===== src/rtl/fetch_unit.sv =====
// fetch_unit: instruction fetch stage. Wishbone read master that walks a
// sequential PC, buffers results in a 2-entry prefetch FIFO for decode,
// supports redirects from execute and reports bus errors/timeouts as faults.
module fetch_unit #(
   parameter int                   ADR_WIDTH = 48,
   parameter int                   DAT_WIDTH = 64,
   parameter logic [ADR_WIDTH-1:0] RESET_PC  = 48'h800000000000,
   parameter int                   TIMEOUT   = 15
) (
   input  logic                 clk_i,
   input  logic                 rst_i,
   output logic [ADR_WIDTH-1:0] fetch_adr_o,
   input  logic [DAT_WIDTH-1:0] fetch_dat_i,
   output logic                 fetch_stb_o,
   output logic                 fetch_cyc_o,
   output logic                 fetch_we_o,
   input  logic                 fetch_ack_i,
   input  logic                 fetch_err_i,
   input  logic                 redirect_i,
   input  logic [ADR_WIDTH-1:0] redirect_pc_i,
   output logic [DAT_WIDTH-1:0] instr_o,
   output logic [ADR_WIDTH-1:0] instr_pc_o,
   output logic                 instr_valid_o,
   input  logic                 instr_ready_i,
   output logic                 fault_o,
   output logic [ADR_WIDTH-1:0] fault_pc_o
);

   localparam int TW = $clog2(TIMEOUT + 1);

   typedef enum logic [1:0] {
      IDLE,
      REQ,
      GAP,
      FAULT
   } state_t;

   state_t                 state_q, state_d;
   logic [ADR_WIDTH-1:0]   pc_q, pc_d;
   logic [ADR_WIDTH-1:0]   adr_q, adr_d;
   logic                   discard_q, discard_d;
   logic [TW-1:0]          tmoCount_q, tmoCount_d;
   logic [ADR_WIDTH-1:0]   faultPc_q, faultPc_d;
   logic [1:0]             fifoCount_q, fifoCount_d;
   logic [DAT_WIDTH-1:0]   headInstr_q, headInstr_d;
   logic [ADR_WIDTH-1:0]   headPc_q, headPc_d;
   logic [DAT_WIDTH-1:0]   tailInstr_q, tailInstr_d;
   logic [ADR_WIDTH-1:0]   tailPc_q, tailPc_d;

   logic                   push;
   logic                   pop;
   logic                   tmoHit;
   logic [ADR_WIDTH-1:0]   redirectPc;
   logic [2:0]             unusedPcBits;

   // Redirect targets are forced onto an 8-byte boundary; the low bits are dropped.
   assign redirectPc   = {redirect_pc_i[ADR_WIDTH-1:3], 3'b000};
   assign unusedPcBits = redirect_pc_i[2:0];
   assign tmoHit       = (tmoCount_q == TW'(TIMEOUT - 1));
   assign pop          = instr_ready_i && (fifoCount_q != 2'd0);

   // Fetch sequencing: issue, wait for ack/err/timeout, mandatory low gap, fault.
   always_comb begin
      state_d    = state_q;
      pc_d       = pc_q;
      adr_d      = adr_q;
      discard_d  = discard_q;
      tmoCount_d = tmoCount_q;
      faultPc_d  = faultPc_q;
      push       = 1'b0;

      case (state_q)
         IDLE: begin
            if (!redirect_i && (fifoCount_q < 2'd2)) begin
               state_d    = REQ;
               adr_d      = pc_q;
               tmoCount_d = '0;
            end
         end
         REQ: begin
            if (fetch_ack_i) begin
               if (!redirect_i && !discard_q) begin
                  push = 1'b1;
                  pc_d = adr_q + ADR_WIDTH'(8);
               end
               discard_d = 1'b0;
               state_d   = GAP;
            end else if (fetch_err_i || tmoHit) begin
               if (redirect_i || discard_q) begin
                  state_d = GAP;
               end else begin
                  faultPc_d = adr_q;
                  state_d   = FAULT;
               end
               discard_d = 1'b0;
            end else begin
               tmoCount_d = tmoCount_q + TW'(1);
               if (redirect_i) begin
                  discard_d = 1'b1;
               end
            end
         end
         GAP: begin
            state_d = IDLE;
         end
         FAULT: begin
            if (redirect_i) begin
               state_d = IDLE;
            end
         end
         default: begin
            state_d = IDLE;
         end
      endcase

      if (redirect_i) begin
         pc_d = redirectPc;
      end
   end

   // Prefetch FIFO: head/tail registers, a redirect flush overrides push and pop.
   always_comb begin
      fifoCount_d = fifoCount_q;
      headInstr_d = headInstr_q;
      headPc_d    = headPc_q;
      tailInstr_d = tailInstr_q;
      tailPc_d    = tailPc_q;

      if (redirect_i) begin
         fifoCount_d = 2'd0;
      end else begin
         case ({push, pop})
            2'b10: begin
               if (fifoCount_q == 2'd0) begin
                  headInstr_d = fetch_dat_i;
                  headPc_d    = adr_q;
               end else begin
                  tailInstr_d = fetch_dat_i;
                  tailPc_d    = adr_q;
               end
               fifoCount_d = fifoCount_q + 2'd1;
            end
            2'b01: begin
               headInstr_d = tailInstr_q;
               headPc_d    = tailPc_q;
               fifoCount_d = fifoCount_q - 2'd1;
            end
            2'b11: begin
               if (fifoCount_q == 2'd1) begin
                  headInstr_d = fetch_dat_i;
                  headPc_d    = adr_q;
               end else begin
                  headInstr_d = tailInstr_q;
                  headPc_d    = tailPc_q;
                  tailInstr_d = fetch_dat_i;
                  tailPc_d    = adr_q;
               end
            end
            default: begin
               fifoCount_d = fifoCount_q;
            end
         endcase
      end
   end

   // State and datapath registers with synchronous reset.
   always_ff @(posedge clk_i) begin
      if (rst_i) begin
         state_q     <= IDLE;
         pc_q        <= RESET_PC;
         adr_q       <= RESET_PC;
         discard_q   <= 1'b0;
         tmoCount_q  <= '0;
         faultPc_q   <= '0;
         fifoCount_q <= 2'd0;
         headInstr_q <= '0;
         headPc_q    <= '0;
         tailInstr_q <= '0;
         tailPc_q    <= '0;
      end else begin
         state_q     <= state_d;
         pc_q        <= pc_d;
         adr_q       <= adr_d;
         discard_q   <= discard_d;
         tmoCount_q  <= tmoCount_d;
         faultPc_q   <= faultPc_d;
         fifoCount_q <= fifoCount_d;
         headInstr_q <= headInstr_d;
         headPc_q    <= headPc_d;
         tailInstr_q <= tailInstr_d;
         tailPc_q    <= tailPc_d;
      end
   end

   // While a strobe is up the latched request address is shown, otherwise the next PC.
   assign fetch_adr_o   = (state_q == REQ) ? adr_q : pc_q;
   assign fetch_stb_o   = (state_q == REQ);
   assign fetch_cyc_o   = (state_q == REQ);
   assign fetch_we_o    = 1'b0;
   assign instr_o       = headInstr_q;
   assign instr_pc_o    = headPc_q;
   assign instr_valid_o = (fifoCount_q != 2'd0);
   assign fault_o       = (state_q == FAULT);
   assign fault_pc_o    = faultPc_q;

endmodule


===== config.mk =====
export PLATFORM = sky130hd
export DESIGN_NAME = fetch_unit
export DESIGN_NICKNAME = d
export VERILOG_FILES = /design/src/rtl/fetch_unit.sv
export SDC_FILE = /design/constraint.sdc
export NUM_CORES = 1
export LEC_CHECK = 0
export CORE_MARGIN = 1
export CORE_UTILIZATION = 25
export DETAILED_ROUTE_END_ITERATION = 16
export HOLD_SLACK_MARGIN = 0.06
export SYNTH_ARGS = -nofsm -noshare
export SYNTH_HDL_FRONTEND = slang
export SYNTH_SLANG_ARGS = --single-unit
export TNS_END_PERCENT = 1

===== constraint.sdc =====
create_clock -name clk_i -period 3.65 [get_ports clk_i]
set_input_delay 0.73 -clock clk_i [delete_from_list [all_inputs] [get_ports clk_i]]
set_output_delay 0.73 -clock clk_i [all_outputs]
set_load 0.01 [all_outputs]

==> impl_metrics.csv, run 1 <==
group,metric,value,unit
worst_setup_path,cp.required,2.92,ns
cts,clkSinkCount,377,
sta,slew_headroom,22.95,%
layout,syn_to_final_growth,34.40,%
worst_setup_path,worst_setup_path_end_kind,"output port",
yosys,syn_inst,2068,
cts,clockBufferDepth,3,
grt,grt_pass1_wl,88.42,mm
sta,rsz0062_at_grt,"false",
placement,place_inst,3062,
sta,slew_violations,0,
sta,setup_violations,0,
die,rows,92,
placement,globalplace.congestion,0.8197,
worst_setup_path,startpoint_type,"flop",
worst_setup_path,path_max_fanout,46,
placement,place_area,0.01992,mm²
yosys,synth_warnings,0,
sta,tightestPinTransition,1.156,ns
cts,clockRootBuffer,"clkbuf_16",
yosys,seq_area_frac_synth,47.23,%
yosys,ys_async_sr_fraction,0,%
yosys,synth-seq-cells,377,
power,peakVddDrop,348.8,µV
cts,hold_buffers,0,
sta,period_minus_slack,3.270,ns
yosys,synth.area.top_cells,"dfxtp_1 47%, nand2_1 13%, a21oi_1 8.2%",
grt,grt_overflow_total,0,
yosys,yosysMostFrequentCell,"nand2_1",
detailed_routing,wl_per_cell,18.54,µm
cts,cts_tree,"built",
worst_setup_path,critPathKind,"reg -> out",
die,dieArea,0.06493,mm²
detailed_routing,wl,58.32,mm
layout,fin_area,0.02148,mm²
cts,path_clk_slew,0.06,ns
layout,instances_no_fill,3146,
yosys,yosysTopAreaCell,"dfxtp_1",
cts,post-cts-setup-buffers,0,
sta,fin_skew,0.03541,ns
die,fp.dieW,254.8,µm
yosys,syn_nets,2195,
sta,tns,0,ns
die,coreArea,0.06308,mm²
yosys,synth_common_cells,"572 x nand2_1, 377 x dfxtp_1, 262 x a21oi_1",
detailed_routing,detail-route-antenna-nets,0,
sta,holdWs,0.4422,ns
sta,min_period_over_period,89.58,%
power,p_leak,7.214,nW
yosys,synth_top_area_share,47.23,%
die,start_util,25.33,%
cts,numCtsBuffers,44,
grt,antenna_found_initial,5,
placement,place_hpwl,37.17,mm
detailed_routing,drt_pass1_iterations,7,
run_status,outcome,"complete, no violations",
die,die_y,254.8,µm
power,powerDensity,471.9,mW/mm²
die,num_io_pins,331,
grt,grt_pass1_vias,15150,
sta,fmax,305.9,MHz
grt,grtUsageTotal,17.44,%
detailed_routing,drtIter0Drc,1247,
layout,drive_gt1_share,6.832,%
cts,clk-insertion-delay-late,0.57,ns
detailed_routing,viasPerCell,4.986,
cts,cts.htree.levels,2,
yosys,syn-cell-area,0.01598,mm²
detailed_routing,remaining_drc_errors,0,
sta,hold_viol,0,
worst_setup_path,worst-r2r-setup-slack,0.68,ns
yosys,synth.avg_cell_area,7.727,µm²
yosys,ys_types,55,
yosys,synth_edf_count,0,
cts,post_cts_resized,0,
yosys,ys.flop_type,"dfxtp_1",
hold_path,hp-class,"reg -> reg",
layout,fin_nets,2389,
placement,portBuffers,326,
grt,grt_max_degree,224,
flow_run,cap_violations,0,
detailed_routing,vias,15690,
worst_setup_path,cp_data_arrival_time,2.54,ns
## through the flow
stage                     utilization (%)  setup WS (ns)  total power [mW]
after floorplan                         -         0.8751             4.953
after global placement              31.58         0.1019             5.536
after detailed placement            31.58       -0.04946             5.549
after CTS                           34.04         0.3594             10.27
after global routing                34.04         0.2155             10.56
final                               34.04         0.3804             10.14
## cells by family (layout without fill, tap and decap cells)
kind of cell	Yosys count	count (layout)	share of synthesized area, %
flops	377	377	47.23
other cells	1	3	0.02347
buf+inv	241	471	6.248
xor+xnor	37	37	2.028
compound gates	455	455	17.70
fa+ha+maj	9	9	0.7047
simple gates	948	948	26.07
## worst paths after layout
check	startpoint	end	cells past startpoint
max	state_q[1]	fetch_adr_o[21]	5
min	pc_q[40]	adr_q[40]	2
min reg2reg	pc_q[40]	adr_q[40]	2
max reg2reg	fifoCount_q[1]	instr_pc_o[12]	11
## routing by layer
| metal | GRT usage, % | part of all wire (%) | up-vias |
|---|---|---|---|
| li1 | - | - | 7462 |
| met1 | 22.64 | 43 | 7500 |
| met2 | 27.37 | 46 | 590 |
| met3 | 4.292 | 7.6 | 129 |
| met4 | 7.511 | 3.8 | 4 |
| met5 | 0 | 0.058 | - |
## area by class of cell
class	instances	area, µm²
Timing Repair Buffer	366	3726
Clock buffer	65	1333
Inverter	23	86.33
Sequential cell	377	7547
Tap cell	846	1059
Clock inverter	17	216.5
Multi-Input combinational cell	1450	7503
Antenna cell	2	5.005
Fill cell	6568	41600
## power breakdown
part / total (mW) / switching (mW) / internal [mW]
clock network: 4.68 / 1.85 / 2.83
logic: 1.10 / 0.617 / 0.479
registers: 4.36 / 0.123 / 4.24
total: 10.1 / 2.59 / 7.55
## placed cells by master (no fill, tap or decap), types with 3 or more instances in the layout
cell type        count
or2_2                5
a211oi_1             6
a21oi_1            262
or3_1                3
clkbuf_1             8
a221oi_1           113
inv_1               22
o21a_1               3
nor4_2              10
nor2_1             145
and3_1              30
and4_1               6
a31oi_1              4
clkinv_2             6
a311o_1              3
o21ai_0             29
bufinv_16            4
buf_4               27
nor4_1               3
nor3_1             126
ha_1                 9
nor3_2               3
clkbuf_16           46
xnor2_1             31
nand3_1             11
nor4_4               4
and2_1               3
buf_12              13
nand2_1            571
a211o_1              3
o22ai_1             20
xor2_1               6
nand4_1              9
o211ai_1             3
clkdlybuf4s50_1    324
clkbuf_8            11
dfxtp_1            377
## worst max-delay path, stage by stage, from the launching register on
cell             delay [ns]
dfxtp_1                0.55
nand2b_2               0.26
buf_12                 0.23
nand2_1                0.10
o21ai_0                0.16
clkdlybuf4s50_1        0.61
## sequential cells by signal (all words and copies together), names as in the netlist, 2 cells and up
name and cells:
tailInstr_q 64, tmoCount_q 4, pc_q 48, instr_pc_o 48, instr_o 64, tailPc_q 48, adr_q 48, fifoCount_q 2
state_q 2, fault_pc_o 48
Note: power is estimated with default switching activity, not from simulation.
==> run 2: changes to the inputs <==
==> constraint.sdc (replaced) <==
create_clock -name clk_i -period 3.65 [get_ports clk_i]
set_input_delay 0.9125 -clock clk_i [delete_from_list [all_inputs] [get_ports clk_i]]
set_output_delay 0.9125 -clock clk_i [all_outputs]
set_load 0.01 [all_outputs]
==> run 2 against run 1 <==
  * Non-clock buffer count is 1 higher
  * Worst hold slack better by 0.010 ns
  * Cell count hardly changed
  * Combinational power hardly changed
  * Clock-buffer cell count is 3 higher
  * Critical endpoint is now fetch_adr_o[33]
==> impl_metrics.csv, run 2 (synthesis results as in run 1) <==
group,metric,value,unit
run_status,outcome,"complete, no violations",
worst_setup_path,critPathKind,"reg -> out",
die,die_y,254.8,µm
die,rows,92,
die,start_util,25.33,%
power,switchingPower,2.544,mW
grt,grtUsageTotal,17.26,%
layout,nFillCells,6584,
hold_path,min_path_cells,2,
power,share_comb_of_total_power,11.3,%
die,fp.dieW,254.8,µm
layout,fin_nets,2391,
detailed_routing,drtIter0Drc,1249,
die,dieArea,0.06493,mm²
sta,min_period_over_period,96.33,%
cts,hold_buffers,0,
cts,path_clk_slew,0.05,ns
sta,period_minus_slack,3.516,ns
worst_setup_path,path_cells,"nand2b_2, buf_4, nand2_1, o21ai_1, clkdlybuf4s50_1",
cts,clk-insertion-delay-late,0.57,ns
power,clockPowerShare,43.7,%
placement,place_hpwl,37.20,mm
die,num_io_pins,331,
sta,setup_violations,0,
worst_setup_path,cp_slowest_cell,"clkdlybuf4s50_1",
die,coreArea,0.06308,mm²
power,seq_power_share,45.0,%
placement,portBuffers,326,
layout,fin_area,0.02132,mm²
cts,post_cts_resized,0,
layout,mostFrequentLayoutCells,"571 x nand2_1, 377 x dfxtp_1, 324 x clkdlybuf4s50_1, 262 x a21oi_1, 145 x nor2_1",
flow_run,cap_violations,0,
sta,fin_skew,0.02109,ns
detailed_routing,detail-route-antenna-nets,0,
layout,instances_no_fill,3144,
sta,rsz0062_at_grt,"false",
detailed_routing,remaining_drc_errors,0,
worst_setup_path,reg2reg_depth,6,
placement,place_area,0.01995,mm²
cts,clkSinkCount,377,
cts,clockRootBuffer,"clkbuf_16",
sta,fmax,284.4,MHz
layout,syn_to_final_growth,33.40,%
layout,drive_gt1_share,6.228,%
placement,dp_slack,-0.005458,ns
cts,post-cts-setup-buffers,0,
worst_setup_path,startpoint_type,"flop",
sta,slew_headroom,44.34,%
power,peakVddDrop,319.9,µV
worst_setup_path,worst_setup_path_end_kind,"output port",
detailed_routing,wl_per_cell,18.65,µm
power,swShare,26.22,%
worst_setup_path,path_max_fanout,53,
cts,numCtsBuffers,45,
placement,globalplace.congestion,0.8268,
sta,tightestPinTransition,0.8349,ns
grt,grt_overflow_total,0,
sta,slew_violations,0,
sta,hold_viol,0,
sta,worst_slack,0.1341,ns
power,total_power,9.702,mW
grt,grt_pass1_vias,14810,
detailed_routing,wl,58.62,mm
cts,cts.htree.levels,2,
power,p_leak,7.123,nW
cts,cts_tree,"built",
worst_setup_path,cp_data_arrival_time,2.60,ns
power,powerDensity,455.2,mW/mm²
hold_path,hp-class,"reg -> reg",
grt,antenna_found_initial,3,
detailed_routing,drt_pass1_iterations,7,
power,power.internal,7.158,mW
detailed_routing,viasPerCell,4.990,
worst_setup_path,cp.required,2.74,ns
cts,clockBufferDepth,3,
layout,mostFrequentLayoutCell,"nand2_1",
grt,grt_pass1_wl,87.46,mm
placement,place_inst,3063,
grt,grt_max_degree,137,
detailed_routing,vias,15690,
worst_setup_path,critPathMaxStageDelay,0.60,ns
==> run 2: metrics by stage <==
step / TNS (ns) / utilization, % / hold WS (ns)
after CTS: 0 / 33.78 / 0.4461
after global placement: 0 / 31.63 / 0.4409
after floorplan: 0 / - / 0.4361
final: 0 / 33.79 / 0.4523
after global routing: 0 / 33.79 / 0.4675
after detailed placement: -0.005458 / 31.63 / 0.4463
==> run 2: power groups by stage <==
stage	combinational [mW]	clock (mW)	sequential, mW
floorplan	0.539	0	4.41
global placement	1.09	0	4.45
detailed placement	1.10	0	4.45
CTS	1.11	4.39	4.36
global route	1.19	4.55	4.38
finish	1.10	4.24	4.36
==> run 2: final cells by class <==
type	instances	area (µm²)	area share, %
timing repair buffer	367	3759	17.63
antenna	2	5.005	0.02348
multi-input combinational	1450	7503	35.20
inverter	23	87.58	0.4109
clock inverter	11	101.3	0.4755
tap	846	1059	4.966
sequential	377	7547	35.41
clock buffer	68	1254	5.882
==> run 2: worst paths after layout <==
| kind | end | from | slack [ns] |
|---|---|---|---|
| worst max register to register | pc_q[47] | adr_q[3] | 0.81 |
| worst min register to register | tailInstr_q[37] | tailInstr_q[37] | 0.45 |
| worst max-delay path | fetch_adr_o[33] | state_q[0] | 0.13 |
| worst min-delay path | tailInstr_q[37] | tailInstr_q[37] | 0.45 |
==> run 2: worst max-delay path, delay by kind of cell (launching register included) <==
kind / cells / cell delay [ns]
buffers and inverters: 2 / 1.12
flip-flops: 1 / 0.41
AND/OR/NAND/NOR: 2 / 0.27
AO/OA/AOI/OAI: 1 / 0.17
==> run 2: metal layers <==
metal	track usage [%]	up-vias	part of all wire, %	routed length, µm
met5	0	-	0.029	17
met4	6.416	2	3.1	1839
met3	4.159	108	8.2	4788
met2	27.62	584	46	27240
met1	22.42	7550	42	24740
li1	-	7444	-	-
